[src/rtl/mvm_pkg.sv]
// Shared types and constants for the 8x8 matrix-vector run controller.
// Result rows sit directly after the A matrix and B vector in memory.
package mvm_pkg;

  localparam int N        = 8;
  localparam int ACC_W    = 24;
  localparam int RES_BASE = 9;

  typedef enum logic [2:0] {
    S_IDLE    = 3'd0,
    S_LOAD    = 3'd1,
    S_COMPUTE = 3'd2,
    S_WRITE   = 3'd3,
    S_DONE    = 3'd4,
    S_ERR     = 3'd5
  } state_e;

  localparam logic [1:0] ERR_NONE    = 2'd0;
  localparam logic [1:0] ERR_LOAD    = 2'd1;
  localparam logic [1:0] ERR_COMPUTE = 2'd2;
  localparam logic [1:0] ERR_WRITE   = 2'd3;

endpackage

[src/rtl/timeout_counter.sv]
// Saturating wait timer; expired while the count sits at TIMEOUT-1.
// clear has priority over enable.
module timeout_counter #(
  parameter int TIMEOUT = 4096
) (
  input  logic clk,
  input  logic rst,
  input  logic clear,
  input  logic enable,
  output logic expired
);

  localparam int TW = $clog2(TIMEOUT);
  localparam logic [TW-1:0] LAST = TW'(TIMEOUT - 1);

  logic [TW-1:0] cnt_q, cnt_d;

  always_comb begin
    cnt_d = cnt_q;
    if (clear)
      cnt_d = '0;
    else if (enable && cnt_q != LAST)
      cnt_d = cnt_q + 1'b1;
  end

  always_ff @(posedge clk) begin
    if (rst) cnt_q <= '0;
    else     cnt_q <= cnt_d;
  end

  assign expired = (cnt_q == LAST);

endmodule

[src/rtl/mvm_run_sequencer.sv]
// Run controller: load, multiply, then write N result rows over Avalon-MM.
// Every wait state is guarded by a timeout that lands in ERR.
module mvm_run_sequencer
  import mvm_pkg::*;
#(
  parameter int TIMEOUT = 4096
) (
  input  logic               clk,
  input  logic               rst,
  input  logic               start,
  output logic               busy,
  output logic               done,
  output logic               error,
  output logic [1:0]         err_code,
  output logic               ld_start,
  input  logic               ld_done,
  output logic               mac_start,
  input  logic               mac_done,
  input  logic [N*ACC_W-1:0] acc,
  output logic [31:0]        avm_address,
  output logic               avm_write,
  output logic [63:0]        avm_writedata,
  input  logic               avm_waitrequest,
  output logic [2:0]         dbg_state
);

  state_e            state_q, state_d;
  logic [1:0]        err_q, err_d;
  logic [2:0]        idx_q, idx_d;
  logic [ACC_W-1:0]  res_q [N];
  logic [ACC_W-1:0]  res_d [N];
  logic              ld_start_q, ld_start_d;
  logic              mac_start_q, mac_start_d;
  logic              wr_q, wr_d;
  logic [31:0]       addr_q, addr_d;
  logic [63:0]       wdata_q, wdata_d;
  logic              busy_q, busy_d;
  logic              done_q, done_d;
  logic              error_q, error_d;

  logic accept;
  logic expired;
  logic tmr_clr;
  logic tmr_en;

  assign accept = wr_q & ~avm_waitrequest;

  always_comb begin
    state_d     = state_q;
    err_d       = err_q;
    idx_d       = idx_q;
    res_d       = res_q;
    ld_start_d  = 1'b0;
    mac_start_d = 1'b0;
    wr_d        = 1'b0;
    unique case (state_q)
      S_IDLE, S_DONE, S_ERR: begin
        if (start) begin
          state_d    = S_LOAD;
          err_d      = ERR_NONE;
          ld_start_d = 1'b1;
        end
      end
      S_LOAD: begin
        // ld_done may still be high from the last run
        if (!ld_start_q && ld_done) begin
          state_d     = S_COMPUTE;
          mac_start_d = 1'b1;
        end else if (expired) begin
          state_d = S_ERR;
          err_d   = ERR_LOAD;
        end
      end
      S_COMPUTE: begin
        if (!mac_start_q && mac_done) begin
          for (int i = 0; i < N; i++)
            res_d[i] = acc[i*ACC_W +: ACC_W];
          idx_d   = '0;
          state_d = S_WRITE;
          wr_d    = 1'b1;
        end else if (expired) begin
          state_d = S_ERR;
          err_d   = ERR_COMPUTE;
        end
      end
      S_WRITE: begin
        wr_d = 1'b1;
        if (accept) begin
          if (idx_q == 3'(N - 1)) begin
            state_d = S_DONE;
            wr_d    = 1'b0;
          end else begin
            idx_d = idx_q + 3'd1;
          end
        end else if (expired) begin
          state_d = S_ERR;
          err_d   = ERR_WRITE;
          wr_d    = 1'b0;
        end
      end
      default: begin
        state_d = S_IDLE;
      end
    endcase
  end

  always_comb begin
    addr_d  = '0;
    wdata_d = '0;
    if (wr_d) begin
      addr_d  = 32'(RES_BASE) + 32'(idx_d);
      wdata_d = {{(64-ACC_W){1'b0}}, res_d[idx_d]};
    end
    busy_d  = (state_d == S_LOAD) || (state_d == S_COMPUTE)
           || (state_d == S_WRITE);
    done_d  = (state_d == S_DONE);
    error_d = (state_d == S_ERR);
    tmr_clr = (state_d != state_q) || accept;
    tmr_en  = busy_q;
  end

  always_ff @(posedge clk) begin
    if (rst) begin
      state_q     <= S_IDLE;
      err_q       <= ERR_NONE;
      idx_q       <= '0;
      ld_start_q  <= 1'b0;
      mac_start_q <= 1'b0;
      wr_q        <= 1'b0;
      addr_q      <= '0;
      wdata_q     <= '0;
      busy_q      <= 1'b0;
      done_q      <= 1'b0;
      error_q     <= 1'b0;
      for (int i = 0; i < N; i++)
        res_q[i] <= '0;
    end else begin
      state_q     <= state_d;
      err_q       <= err_d;
      idx_q       <= idx_d;
      ld_start_q  <= ld_start_d;
      mac_start_q <= mac_start_d;
      wr_q        <= wr_d;
      addr_q      <= addr_d;
      wdata_q     <= wdata_d;
      busy_q      <= busy_d;
      done_q      <= done_d;
      error_q     <= error_d;
      for (int i = 0; i < N; i++)
        res_q[i] <= res_d[i];
    end
  end

  timeout_counter #(
    .TIMEOUT (TIMEOUT)
  ) u_tmr (
    .clk     (clk),
    .rst     (rst),
    .clear   (tmr_clr),
    .enable  (tmr_en),
    .expired (expired)
  );

  assign busy          = busy_q;
  assign done          = done_q;
  assign error         = error_q;
  assign err_code      = err_q;
  assign ld_start      = ld_start_q;
  assign mac_start     = mac_start_q;
  assign avm_address   = addr_q;
  assign avm_write     = wr_q;
  assign avm_writedata = wdata_q;
  assign dbg_state     = state_q;

endmodule

[config.mk]
export PLATFORM = sky130hd
export DESIGN_NAME = mvm_run_sequencer
export DESIGN_NICKNAME = d
export VERILOG_FILES = /design/src/rtl/mvm_pkg.sv /design/src/rtl/timeout_counter.sv /design/src/rtl/mvm_run_sequencer.sv
export SDC_FILE = /design/constraint.sdc
export NUM_CORES = 1
export LEC_CHECK = 0
export BUFFER_PORTS_ARGS = -buffer_cell sky130_fd_sc_hd__buf_2
export CORE_UTILIZATION = 48
export DETAILED_ROUTE_END_ITERATION = 8
export PLACE_DENSITY = 0.77
export SLEW_MARGIN = 10
export SYNTH_ARGS = -nofsm -noshare
export SYNTH_HDL_FRONTEND = slang
export SYNTH_SLANG_ARGS = --single-unit
[constraint.sdc]
create_clock -name clk -period 2.2 [get_ports clk]
set_input_delay 0.55 -clock clk [delete_from_list [all_inputs] [get_ports clk]]
set_output_delay 0.55 -clock clk [all_outputs]
set_load 0.01 [all_outputs]
Word level (Yosys, flattened, before mapping). Cells that the tools add are included.

Input port bits: 198. Word-level logic and storage cells: 99. Register bits: 314.

Muxes and demuxes: 31. Add/subtract/negate cells: 3. Equal/unequal tests: 21. Order comparisons: 1. Bitwise gates (word level): 6. Reductions and logical operators: 16.

Operators by type and width (number): two-way mux 192 bit (2); binary-select mux 24 bit (select 3 bit) (1); two-way mux 24 bit (2); two-way mux 3 bit (9); equality test 3 bit, second input constant (5); two-way mux 2 bit (7); != test 2 bit, second input constant (7); adder 12 x 1 -> 12 bit, second input constant (1); equality test 12 bit, second input constant (1); equality test 3 x 2 -> 1 bit, second input constant (4); != test 12 bit, second input constant (1); case mux 3 bit (4 select lines) (1); case mux 2 bit (4 select lines) (1); AND reduction 8 bit (1); OR reduction 2 bit (4); equality test 3 x 1 -> 1 bit, second input constant (2); two-way mux 1 bit (6); case mux 3 bit (2 select lines) (1); adder 4 x 3 -> 5 bit, first input constant (1); greater-or-equal comparator 4 bit, second input constant (1); NOT 1 bit (4); NOT 3 -> 4 bit (1); nonzero test 4 bit (1); adder 3 x 1 -> 3 bit, second input constant (1); other kinds (8) (13).

Logic depth before layout (Yosys ltp).
Depth in word-level cells: 8. Depth in mapped cells: 11. Gate-level depth less buffers: 9.

Cells and area by module. A second synthesis with hierarchy kept.

Cell total of the unflattened synthesis: 1307. Area, all modules: 10948.0 um^2.

Modules (own cells, without submodules): mvm_run_sequencer (area an instance 10329.9 um^2, cells each 1234, times used 1); timeout_counter (area an instance 618.1 um^2, cells each 73, times used 1).

Least setup slack after synthesis. No wires, ideal clock.

Path kind: input to register. Start: input mac_done. End: register addr_q[2], in the netlist avm_address[2]. Path slack: -0.079 ns. Data arrival time: 2.164 ns. Data required time: 2.085 ns. Stages on the path: 10. Setup time: 0.115 ns. Cell sequence: nor2b_2 > o211a_1 > a21o_1 > buf_4 > inv_2 > buf_6 > buf_2 > ha_1 > ha_1 > and2_1.

Elaborated cells between the ends (all ways): 8.

RTL lines: start: declaration (line mvm_run_sequencer.sv:18) `input logic mac_done,`; logical AND 1 bit (line mvm_run_sequencer.sv:75) `if (!mac_start_q && mac_done) begin`; two-way mux 3 bit (line mvm_run_sequencer.sv:75); case mux 3 bit (2 select lines) (line mvm_run_sequencer.sv:56) `unique case (state_q)`; via idx_d[0] (line mvm_run_sequencer.sv:29) `logic [2:0] idx_q, idx_d;`; adder 4 x 3 -> 5 bit (line mvm_run_sequencer.sv:111) `addr_d = 32'(RES_BASE) + 32'(idx_d);`; end signal: assignment (line mvm_run_sequencer.sv:144) `addr_q <= addr_d;`; end: declaration (line mvm_run_sequencer.sv:35) `logic [31:0] addr_q, addr_d;`.

The timed path passes the listed nets, and every way through them passes these cells. A chain may end at the register's enable or synchronous reset.

Final worst setup path.
Start: register state_q[2], in the netlist dbg_state[2]. End: register wdata_q[11], in the netlist avm_writedata[11].

Word-level cells in the longest chain between the ends: 6. Elaborated cells between the ends (all ways): 11.

RTL lines: start: declaration (line mvm_run_sequencer.sv:27) `state_e state_q, state_d;`; start signal: assignment (line mvm_run_sequencer.sv:138) `state_q <= state_d;`; equality test 3 x 2 -> 1 bit (line mvm_run_sequencer.sv:56); case mux 3 bit (2 select lines) (line mvm_run_sequencer.sv:56); NOT 3 -> 4 bit (implied by the code) (line mvm_run_sequencer.sv:112) `wdata_d = {{(64-ACC_W){1'b0}}, res_d[idx_d]};`; binary-select mux 24 bit (select 3 bit) (line mvm_run_sequencer.sv:112); two-way mux 24 bit (implied by the code) (2 in a row) (line mvm_run_sequencer.sv:112); end signal: assignment (line mvm_run_sequencer.sv:145) `wdata_q <= wdata_d;`; end: declaration (line mvm_run_sequencer.sv:36) `logic [63:0] wdata_q, wdata_d;`.

Several ways; a longest one is shown, not always the timed one. The select of a mux whose other input is x is not followed.

==> run metrics <==
CP Launch Type=flip-flop; Worst EP arrival=2.62 ns; Cells after Synth=1330; Post-synth top cells=301 x nand2_1, 247 x dfxtp_1, 151 x a21oi_1, 122 x nor2_1, 120 x mux2i_1; # H-tree levels=1; final WL=31980 um; Crit Reg-Reg Startpoint=dbg_state[2]; Die ar.=23900 um2; RSZ-0062 raised after global routing=yes; reg2reg end=avm_writedata[11]; R2R Setup Slk=0.006 ns; Hold Path End=res_q[51]; vias in the first global route=9367; chip height=154.6 um; final worst-path cycle share=0.9973; Worst-Skew Late Latency=0.54 ns; via density per instance=5.313; syn_area_per_cell=8.403 um2; worst vdd ir=545.5 uV; Area Overhead vs Synth=24.34%; CP Launch Point=dbg_state[2]; routability cong.=0.9171; Top FF cell, synth=dfxtp_1; CTS buffer count=26; Critical Path End Type=flip-flop; antenna violations before repair=3; layout cell share with drive strength beyond 1=0.2706; fin crit period=2.194 ns; largest net degree at the start of global routing=131; WS Path Type=flip-flop to flip-flop; yosys warns=0; Clk pin slew, worst setup/hold paths=0.06 ns; Yosys reg bits=247; Worst R2R Path Depth=9; DRT Pass-1 Iters=5; Post-CTS Hold Buffers=0; Max transition margin=0.5015; Post-synth EDFFs=0; layout net count=1795; Final Setup Violations=0; row cnt=55; PortBufs=237; final max-slew violation count=0; Critical Path RT=2.63 ns; GRT busiest layer=met2; fmax=0.4558 GHz; Lkg Pwr=5.750 nW; Die Span X=154.6 um; Hold WS=0.2405 ns; drt drc=0; post-synth cell types=55; # clock sinks=247; Initial Utilization=0.4921; Initial DRC Count=716; Synth top area share=0.4425; worst-margin pin slew=0.7477 ns; status=finished, final reports clean; Via Count=10.09k; CTS root buf=clkbuf_16; most common cell in the synthesized netlist=nand2_1; Hold Vio Cnt, Final=0; Final HPWL DP=23490 um; met2 Track Usage GR=0.4378; Hold WC Path Type=input pin to flip-flop; post-route ant nets=0; Setup TNS=0 ns; CTS tree=built; P per Cell Area=699.5 nW/um2; total congestion overflow=0; met3 Use GR=0.03418; synth top area cells=dfxtp_1 44%, mux2i_1 11%, nand2_1 10%, a21oi_1 6.8%, buf_4 5.2%; hold depth=3; MaxCap Viol Count=0; Global Route Usage Sum=0.2566; Post-Syn Area=11180 um2; Seq/Total Area, Yosys=0.4425; Clock Skews=0.02626 ns; core outline area=22710 um2; Async S/R FF share, synth=0; Ports=305; met1 GRT Util=0.3247; worst-path fanout max=9; Hold Startpoint=acc[123]; cell taking the most area after synthesis=dfxtp_1; first-pass GRT wire length=48330 um; CTS Buffer Depth=3; post-layout total power=9.720 mW; Layout Utilization=0.6119; wire per inst=16.84 um
==> cells in the final DEF, fill, tap and decap left out, types with 4 or more instances in the layout <==
master     instances
o22a_1            23
mux2_2            30
and2_1             7
inv_1              4
nand2_1          301
mux2i_2            7
nand3_1            9
o22ai_1           24
clkbuf_8           9
a21oi_1          151
dfxtp_1          243
nor2_1           122
clkinv_2           5
xnor2_1            5
nand2b_1           4
nor3_1             9
o21ai_0           29
buf_12            13
mux2_1            18
conb_1            67
buf_2            236
clkbuf_16         27
mux2i_1          113
clkbuf_1           4
buf_4             76
nor2b_1            5
buf_6              5
==> critical path, cell delays in order, from the launching register on <==
cell and delay (ns):
dfxtp_4 0.37, and3b_2 0.28, a31oi_2 0.10, a21o_1 0.24, inv_4 0.14, buf_12 0.15, buf_12 0.13, mux2_2 0.36
mux2i_2 0.22, o22ai_1 0.11
==> power by group <==
group	switching [mW]	internal, mW	total (mW)
clock	1.78	2.47	4.25
combinational	0.495	0.365	0.859
sequential	0.0487	4.56	4.61
==> state kept, by name (all words and copies together), names as in the netlist, 2 cells and up <==
register / flops
idx_q: 3
u_tmr.cnt_q: 12
avm_writedata: 24
dbg_state: 3
avm_address: 5
res_q: 192
err_code: 2
==> repair_timing <==
action | CTS | global route
setup buffers | 0 | 7
endpoints found under the setup margin | 10 | 38
resized for setup | 6 | 19
pin swaps | 0 | 4
gates cloned | 0 | 2
==> per-layer routing <==
| layer | routed length [um] | vias up |
|---|---|---|
| li1 | - | 4873 |
| met1 | 13080 | 4728 |
| met5 | 0 | - |
| met3 | 2175 | 81 |
| met2 | 15570 | 407 |
| met4 | 1151 | 0 |
==> logic make-up (layout without fill, tap and decap cells) <==
kind of cell,after synthesis,after routing,share of synthesized area
AND/OR/NAND/NOR,478,478,0.1725
AO/OA/AOI/OAI,252,253,0.1305
flip-flops,247,247,0.4425
buffers and inverters,172,386,0.08755
multiplexers,168,168,0.1558
XOR/XNOR,8,8,0.006270
adder cells (fa/ha/maj),4,4,0.004478
other,1,70,0.0003355
==> worst max-delay path by stage <==
stage | slack, ns | to | cells past startpoint
2_1_floorplan | 0.01 | avm_writedata[22] | 10
3_3_place_gp | -0.31 | avm_writedata[14] | 9
3_5_place_dp | -0.33 | avm_writedata[13] | 9
4_1_cts | 0.01 | avm_writedata[4] | 9
5_1_grt | -0.07 | avm_writedata[11] | 9
6_report | 0.006 | avm_writedata[11] | 9
==> cell type report <==
class | count | area, um2
Antenna cell | 3 | 7.507
Sequential cell | 247 | 4952
Inverter | 7 | 28.78
Timing Repair Buffer | 333 | 2113
Multi-Input combinational cell | 978 | 5599
Fill cell | 1969 | 8813
Tap cell | 285 | 356.6
Clock buffer | 39 | 789.5
Clock inverter | 7 | 48.80
==> per-stage QoR <==
stage,setup WS (ns),std cells,instance area [um2]
after global routing,-0.06725,1899,13900
after global placement,-0.3103,1841,12870
after CTS,0.01381,1887,13730
after detailed placement,-0.3306,1841,12870
after floorplan,0.01463,1396,11430
final,0.005870,1899,13900
Power figures use the tool's default switching activity.
